`src/rtl/instruction_decoder.sv`:
```
// Byte-serial 6502-style instruction decoder: IDLE -> (OPERAND) -> EXECUTE -> NEXT.
// Optional macro INSTRUCTION_DECODER_TRANSFER_EN adds decoding of TAX/TXA/TAY/TYA.
module instruction_decoder #(
    parameter int REG_WIDTH  = 8,
    parameter int ADDR_WIDTH = 16
) (
    input  logic                  clk,
    input  logic                  reset,
    input  logic                  instruction_ready,
    input  logic [REG_WIDTH-1:0]  instruction_in,
    input  logic [ADDR_WIDTH-1:0] address_in,
    output logic [7:0]            opp,
    output logic [6:0]            we,
    output logic [2:0]            source_selector_0,
    output logic [2:0]            source_selector_1,
    output logic [2:0]            target_selector_0,
    output logic [2:0]            target_selector_1,
    output logic [REG_WIDTH-1:0]  imm_addr,
    output logic                  get_next
);
    typedef enum logic [1:0] {IDLE, OPERAND, EXECUTE, NEXT} state_t;

    localparam logic [2:0] SRC_ZERO = 3'd6;
    localparam logic [2:0] TGT_NONE = 3'd4;

    state_t               state_reg, state_next;
    logic [7:0]           opp_reg;
    logic [REG_WIDTH-1:0] imm_reg;
    logic                 operand_req_reg;
    logic                 two_byte;
    logic [6:0]           dec_we;
    logic [2:0]           dec_src, dec_tgt;
    logic                 unused_inputs;

    // The fetch address is not needed for decoding.
    assign unused_inputs = ^address_in;

    always_comb begin
        case (instruction_in[7:0])
            8'hA9, 8'h85, 8'hA2, 8'hA0, 8'h86, 8'h84: two_byte = 1'b1;
            default:                                  two_byte = 1'b0;
        endcase
    end

    always_ff @(posedge clk or posedge reset) begin
        if (reset) begin
            state_reg       <= IDLE;
            opp_reg         <= '0;
            imm_reg         <= '0;
            operand_req_reg <= 1'b0;
        end else begin
            state_reg       <= state_next;
            operand_req_reg <= (state_reg == IDLE) && instruction_ready && two_byte;
            if (state_reg == IDLE && instruction_ready)
                opp_reg <= instruction_in[7:0];
            if (state_reg == OPERAND && instruction_ready)
                imm_reg <= instruction_in;
        end
    end

    always_comb begin
        state_next = state_reg;
        case (state_reg)
            IDLE:    if (instruction_ready) state_next = two_byte ? OPERAND : EXECUTE;
            OPERAND: if (instruction_ready) state_next = EXECUTE;
            EXECUTE: state_next = NEXT;
            NEXT:    state_next = IDLE;
            default: state_next = IDLE;
        endcase
    end

    // Opcode table; selector pair 1 stays parked for the future ALU operand B.
    always_comb begin
        dec_we  = 7'd0;
        dec_src = SRC_ZERO;
        dec_tgt = TGT_NONE;
        case (opp_reg)
            8'hA9: begin dec_src = 3'd4; dec_tgt = 3'd1; dec_we = 7'b0000100; end
            8'h85: begin dec_src = 3'd1; dec_tgt = 3'd5; dec_we = 7'b1000000; end
            8'hA2: begin dec_src = 3'd4; dec_tgt = 3'd2; dec_we = 7'b0001000; end
            8'hA0: begin dec_src = 3'd4; dec_tgt = 3'd3; dec_we = 7'b0010000; end
            8'h86: begin dec_src = 3'd2; dec_tgt = 3'd5; dec_we = 7'b1000000; end
            8'h84: begin dec_src = 3'd3; dec_tgt = 3'd5; dec_we = 7'b1000000; end
`ifdef INSTRUCTION_DECODER_TRANSFER_EN
            8'hAA: begin dec_src = 3'd1; dec_tgt = 3'd2; dec_we = 7'b0001000; end
            8'h8A: begin dec_src = 3'd2; dec_tgt = 3'd1; dec_we = 7'b0000100; end
            8'hA8: begin dec_src = 3'd1; dec_tgt = 3'd3; dec_we = 7'b0010000; end
            8'h98: begin dec_src = 3'd3; dec_tgt = 3'd1; dec_we = 7'b0000100; end
`endif
            default: ;
        endcase
    end

    always_comb begin
        we                = 7'd0;
        source_selector_0 = SRC_ZERO;
        source_selector_1 = SRC_ZERO;
        target_selector_0 = TGT_NONE;
        target_selector_1 = TGT_NONE;
        if (state_reg == EXECUTE) begin
            we                = dec_we;
            source_selector_0 = dec_src;
            target_selector_0 = dec_tgt;
        end
        // Operand request pulses once on entry to OPERAND; NEXT requests the next opcode.
        get_next = (state_reg == NEXT) || operand_req_reg;
        opp      = opp_reg;
        imm_addr = imm_reg;
    end
endmodule

```
`config.mk`:
```
export PLATFORM = sky130hd
export DESIGN_NAME = instruction_decoder
export DESIGN_NICKNAME = d
export VERILOG_FILES = /design/src/rtl/instruction_decoder.sv
export SDC_FILE = /design/constraint.sdc
export NUM_CORES = 1
export LEC_CHECK = 0
export CAP_MARGIN = 30
export CORE_AREA = 4 4 59 61
export DETAILED_ROUTE_END_ITERATION = 10
export DIE_AREA = 0 0 63 65
export GPL_TIMING_DRIVEN = 1
export PLACE_DENSITY_LB_ADDON = 0.05
export RECOVER_POWER = 25
export SKIP_LAST_GASP = 1
export SLEW_MARGIN = 20
export SYNTH_ARGS = -nofsm -noshare
export SYNTH_HDL_FRONTEND = slang
export SYNTH_SLANG_ARGS = --single-unit
```
`constraint.sdc`:
```
create_clock -name clk -period 2.4 [get_ports clk]
set_clock_uncertainty 0.1 [all_clocks]
set_input_delay 0.36 -clock clk [delete_from_list [all_inputs] [get_ports clk]]
set_output_delay 0.36 -clock clk [all_outputs]
set_load 0.02 [all_outputs]
```
==> results of run 1 <==
how the worst max path moves through the flow:
| stage | from | endpoint | depth (start not counted) |
|---|---|---|---|
| floorplan | opp[4]$_DFFE_PP0P_ | we[4] | 4 |
| global placement | opp[4]$_DFFE_PP0P_ | we[6] | 4 |
| detailed placement | opp[4]$_DFFE_PP0P_ | we[6] | 4 |
| CTS | opp[4]$_DFFE_PP0P_ | we[6] | 4 |
| global route | opp[6]$_DFFE_PP0P_ | source_selector_0[1] | 6 |
| finish | opp[6]$_DFFE_PP0P_ | source_selector_0[1] | 6 |
where the power goes:
part           switching (mW)  leakage (nW)  internal [mW]
registers               0.120         0.228          0.475
logic                   0.547         0.431          0.602
clock network           0.103        0.0177         0.0620
metal layers:
layer	wire length (um)	up-vias	part of all wire, %
met5	0	-	0
met4	9	0	0.37
met1	1090	418	45
met2	1170	34	48
li1	-	429	-
met3	153	2	6.3
worst register-to-register path, stage by stage (launching register included):
cell	delay [ns]
dfrtp_1	0.36
inv_1	0.06
buf_4	0.14
ha_1	0.22
nand2_1	0.29
mux2_2	0.38
Yosys cell counts (2+ instances only):
| library cell | number |
|---|---|
| buf_4 | 9 |
| dfrtp_1 | 19 |
| ha_1 | 5 |
| nand2b_1 | 3 |
| nand2_1 | 4 |
| or3b_1 | 2 |
| conb_1 | 2 |
| nor2_1 | 4 |
| o21ai_0 | 2 |
| nor2b_1 | 2 |
| nand3_1 | 2 |
| o22a_1 | 2 |
| o31ai_1 | 2 |
| a21oi_1 | 2 |
| inv_1 | 4 |
| mux2_2 | 17 |
what timing repair did:
item / in CTS / in global routing
buffers inserted: 0 / 1
pin swaps: 0 / 2
gates cloned: 0 / 0
endpoints found under the setup margin: 10 / 8
gates resized for setup: 18 / 15
cell type report:
cell class / instances / area share [%]
multi-input cells: 72 / 37.3
repair buffers: 46 / 25.9
well taps: 33 / 2.70
flip-flops and latches: 19 / 31.1
clock buffers: 3 / 1.47
inverters: 5 / 1.23
clock inverters: 1 / 0.327
cells by family (layout without fill, tap and decap cells):
group	after synthesis	after routing	synth area share, %
and+or+nand+nor	26	26	14.5
DFF	19	19	42.9
muxes	17	17	17.3
buffers and inverters	16	55	8.59
AOI/OAI and AO/OA	14	14	9.61
adders and majority gates	5	5	5.65
other	2	9	0.678
xor gates and xnor gates	1	1	0.791
metrics by stage:
step | hold slack, ns | utilization (%) | area [um^2] | std cells | TNS, ns
2_1_floorplan | 0.211 | - | 1130 | 107 | 0
3_3_place_gp | 0.388 | 51.3 | 1530 | 174 | -0.0795
3_5_place_dp | 0.397 | 51.3 | 1530 | 174 | -0.119
4_1_cts | 0.398 | 51.9 | 1550 | 178 | -0.0821
5_1_grt | 0.451 | 51.3 | 1530 | 179 | 0
6_report | 0.421 | 51.3 | 1530 | 179 | 0
==> impl_metrics.toml, run 1 <==
[status]
status = "finished, final reports clean"

[floorplanning]
ioPinCount = 63
die-area_mm2 = 0.00410
core_mm2 = 0.00298
die_width_um = 63
row_count = 20
die_h_um = 65
initial_core_util_pct = 37.2

[global_routing]
grt_pass1_vias = 935
gr-max-usage-layer = "met2"
met3_usage_pct = 2.95
grt_overflow = 0
grt_pass1_wl_um = 4080
grt_start_max_net_pins = 20
antenna_found_initial = 0
grt_use_met2_pct = 22.3
grt_util_met1_pct = 13.7
grt_usage_pct = 12.4

[timing]
fmax_ghz = 0.436
final.setup.worst_slack_ns = 0.105
report.final.setup_viol = 0
period_minus_slack_ns = 2.29
finalCritPeriodShare_pct = 95.6
relSlewSlack_pct = 51.8
tightest_slew_ns = 0.722
final-max-slew-violation-count = 0
final_hold_viol_count = 0
rsz0062_at_grt = "false"

[setup_path]
crit_buf_inv = 2
cp.arrival_ns = 1.83
r2r_end = "opp[2]$_DFFE_PP0P_"
crit_fanout = 5
cp-end-kind = "output port"
slowest_stage = "or3b_4"
start_kind = "flop"
crit_chain = "or3b_4 -> buf_4 -> nor2_2 -> mux2_2 -> a32oi_1 -> buf_2"
rr_startpoint = "state_reg[0]$_DFFE_PP0P_"
max_stage_delay_ns = 0.44
r2r_cells = 5
worstSetupPathType = "flop to output port"
critical-path-top-delay-family = "simple AND/OR/NAND/NOR gates"
cp.required_ns = 1.94
rrSetupSlack_ns = 0.75

[clocking]
cts.reportedPaths.clkPinSlew_ns = 0.11
clock_latency_ns = 0.29
postCtsHoldBufs = 0
clkSinkCount = 19
cts_root_buffer = "clkbuf_4"
cts-htree-levels = 1
numCtsBuffers = 3
max-clock-path-buffers = 2
cts_tree = "done"

[routing]
viasPerCell = 4.93
drc = 0
routedWlPerCell_um = 13.5
ant_nets = 0
first_pass_iters = 2
finalWirelength_um = 2420
vias = 883
drt-initial-drc-count = 38

[placed_design]
place_ws_ns = -0.0686
dp_hpwl_um = 1900
place.gp.congestion = 0.801
io_buffer_count = 37

[power_and_ir_drop]
p_leak_nw = 0.676
power.density_mw_per_mm2 = 1250
power_mw = 1.91
irDropWorstVdd_mv = 0.553

[finish]
diodes = 0
drive_gt1_share_pct = 31.5
finalNetCount = 179
mostFrequentLayoutCell = "clkdlybuf4s50_1"
seqCellArea_um2 = 475
synthToLayoutAreaGrowth_pct = 38.1
multi_input_area_um2 = 571
fill_cells = 295
final_cell_mix = "clkdlybuf4s50_1, dfrtp_1, mux2_2"

[logic_synthesis]
yosysUniqueCellTypes = 35
ys_ff_latch = 19
synthTopCellsByArea = "dfrtp_1, mux2_2, buf_4, ha_1, nand2b_1"
avgSynthCellArea_um2 = 11.1
ys.flop_type = "dfrtp_1"
synth_edf_count = 0
yosysWarningCount = 0
yosysTopAreaCell = "dfrtp_1"
syn_inst = 100
synthesis.area_mm2 = 0.00111
seq_area_frac_synth_pct = 42.9
synth.top_cell.area_share_pct = 42.9
synth-async-reset-ratio_pct = 100

[min_path]
min_to = "imm_addr[0]$_DFFE_PP0P_"
min_delay_path_depth = 1
holdCritStartpoint = "imm_addr[0]$_DFFE_PP0P_"
hp-class = "flop to flop"

[run]
cap_violations = 0
Note: power is estimated with default switching activity, not from simulation.
==> run 2, diff against run 1 <==
--- a/config.mk
+++ b/config.mk
@@ -6,14 +6,14 @@
 export NUM_CORES = 1
 export LEC_CHECK = 0
 export CAP_MARGIN = 30
-export CORE_AREA = 4 4 59 61
+export CORE_AREA = 4 4 57 59
 export DETAILED_ROUTE_END_ITERATION = 10
-export DIE_AREA = 0 0 63 65
+export DIE_AREA = 0 0 61 63
 export GPL_TIMING_DRIVEN = 1
 export PLACE_DENSITY_LB_ADDON = 0.05
 export RECOVER_POWER = 25
 export SKIP_LAST_GASP = 1
-export SLEW_MARGIN = 20
+export SLEW_MARGIN = 15
 export SYNTH_ARGS = -nofsm -noshare
 export SYNTH_HDL_FRONTEND = slang
 export SYNTH_SLANG_ARGS = --single-unit
==> constraint.sdc (replaced) <==
create_clock -name clk -period 2.9 [get_ports clk]
set_clock_uncertainty 0.1 [all_clocks]
set_input_delay 0.435 -clock clk [delete_from_list [all_inputs] [get_ports clk]]
set_output_delay 0.435 -clock clk [all_outputs]
set_load 0.02 [all_outputs]
==> run 2 against run 1 <==
Against the previous run: utilization rose by 4.2 points; setup slack got worse by 0.028 ns; hold slack got worse by 0.0054 ns; die area fell by 6.2%; total power fell by 22%; combinational power fell by 26%; global-route usage rose by 0.44 points; non-clock buffer count fell by 9.
==> impl_metrics.toml, run 2 (synthesized netlist as in run 1, its figures left out) <==
[status]
status = "finished, final reports clean"

[timing]
report.final.setup_viol = 0
period_minus_slack_ns = 2.82
final_hold_viol_count = 0
finalCritPeriodShare_pct = 97.3
relSlewSlack_pct = 53.7
fmax_ghz = 0.354
tightest_slew_ns = 0.693
final.setup.worst_slack_ns = 0.0777
finalSetupTns_ns = 0
rsz0062_at_grt = "false"
final-max-slew-violation-count = 0

[finish]
diodes = 0
finalNetCount = 170
drive_gt1_share_pct = 19.0
final_cell_mix = "clkdlybuf4s50_1, dfrtp_1, mux2_2"
final_area_mm2 = 0.00151
mostFrequentLayoutCell = "clkdlybuf4s50_1"
synthToLayoutAreaGrowth_pct = 36.0

[clocking]
clock_latency_ns = 0.29
cts-htree-levels = 1
cts_root_buffer = "clkbuf_4"
postCtsSetupRepairBufs = 0
numCtsBuffers = 3
max-clock-path-buffers = 2
clkSinkCount = 19
cts.reportedPaths.clkPinSlew_ns = 0.11
cts_tree = "done"

[power_and_ir_drop]
power.switching_uw = 620
p_comb_share_pct = 56.7
p_int_uw = 872
seqPwrFrac_pct = 34.5
power.density_mw_per_mm2 = 991
irDropWorstVdd_mv = 0.585
clkPwrFrac_pct = 8.8
p_leak_nw = 0.691
switching_share_pct = 41.6

[floorplanning]
core_mm2 = 0.00271
ioPinCount = 63
row_count = 19
die_width_um = 61
initial_core_util_pct = 40.9
die-area_mm2 = 0.00384
die_h_um = 63

[setup_path]
cp-end-kind = "output port"
critical-path-top-delay-family = "simple AND/OR/NAND/NOR gates"
cp.arrival_ns = 2.29
crit_chain = "or3b_1 -> nor2_2 -> mux2_2 -> a32oi_1 -> clkdlybuf4s50_1"
start_kind = "flop"
max_stage_delay_ns = 0.55
rr_startpoint = "state_reg[0]$_DFFE_PP0P_"
crit_buf_inv = 1
crit_cells = 5
cp.required_ns = 2.37
crit_fanout = 6
worstSetupPathType = "flop to output port"
critical_path.startpoint = "opp[4]$_DFFE_PP0P_"
r2r_cells = 4
slowest_stage = "clkdlybuf4s50_1"

[placed_design]
place.gp.congestion = 0.741
place_ws_ns = 0.248
io_buffer_count = 37
dpl-instance-area_mm2 = 0.00147
dp_hpwl_um = 1790

[global_routing]
grt_pass1_wl_um = 3820
grt_pass1_vias = 865
grt_start_max_net_pins = 20
grt_overflow = 0
grt_usage_pct = 12.8
met3_usage_pct = 2.89
gr-max-usage-layer = "met2"
grt_use_met2_pct = 19.8
grt_util_met1_pct = 16.3
antenna_found_initial = 0

[routing]
first_pass_iters = 4
vias = 861
ant_nets = 0
drt-initial-drc-count = 11
viasPerCell = 5.13
drc = 0
finalWirelength_um = 2330
routedWlPerCell_um = 13.9

[run]
cap_violations = 0

[min_path]
holdCritStartpoint = "imm_addr[1]$_DFFE_PP0P_"
hp-class = "flop to flop"
min_delay_path_depth = 1
-- run 2: power groups by stage --
| stage | Combinational [mW] | Clock, mW | Sequential [mW] |
|---|---|---|---|
| after detailed placement | 0.838 | 0 | 0.518 |
| final | 0.846 | 0.132 | 0.515 |
| after CTS | 0.840 | 0.138 | 0.514 |
| after floorplan | 0.393 | 0 | 0.629 |
| after global routing | 0.917 | 0.148 | 0.540 |
| after global placement | 0.826 | 0 | 0.511 |
-- run 2: final cells by class --
| cell class | count | area [um^2] |
|---|---|---|
| fill | 251 | 1200 |
| multi-input combinational | 72 | 574 |
| tap | 31 | 38.8 |
| clock buffer | 4 | 26.3 |
| timing repair buffer | 37 | 373 |
| inverter | 5 | 18.8 |
| sequential | 19 | 475 |
-- run 2: through the flow --
| step | hold WS, ns | power [mW] | utilization, % | instances |
|---|---|---|---|---|
| after floorplan | 0.286 | 1.02 | - | 107 |
| after global placement | 0.387 | 1.34 | 54.1 | 164 |
| after detailed placement | 0.396 | 1.36 | 54.1 | 164 |
| after CTS | 0.421 | 1.49 | 54.9 | 168 |
| after global routing | 0.444 | 1.61 | 55.6 | 168 |
| final | 0.416 | 1.49 | 55.6 | 168 |
-- run 2: metal layers --
layer  up-vias  share of wire [%]  wire length, um
met5         -                  0                0
li1        410                  -                -
met2        47                 48             1120
met1       397                 40              940
met4         0                2.2               52
met3         7                9.5              222
-- run 2: timing repair --
action	CTS	global route
setup endpoints to repair	4	4
hold buffers	0	0
resized for setup	4	5
-- run 2: path summary, 6_finish.rpt --
kind	endpoint	slack (ns)
setup / recovery	source_selector_0[1]	0.08
hold / removal	imm_addr[1]$_DFFE_PP0P_	0.42
setup reg to reg	opp[2]$_DFFE_PP0P_	1.27
hold reg to reg	imm_addr[1]$_DFFE_PP0P_	0.42
max in group asynchronous	opp[1]$_DFFE_PP0P_	1.68
min in group asynchronous	imm_addr[6]$_DFFE_PP0P_	0.58
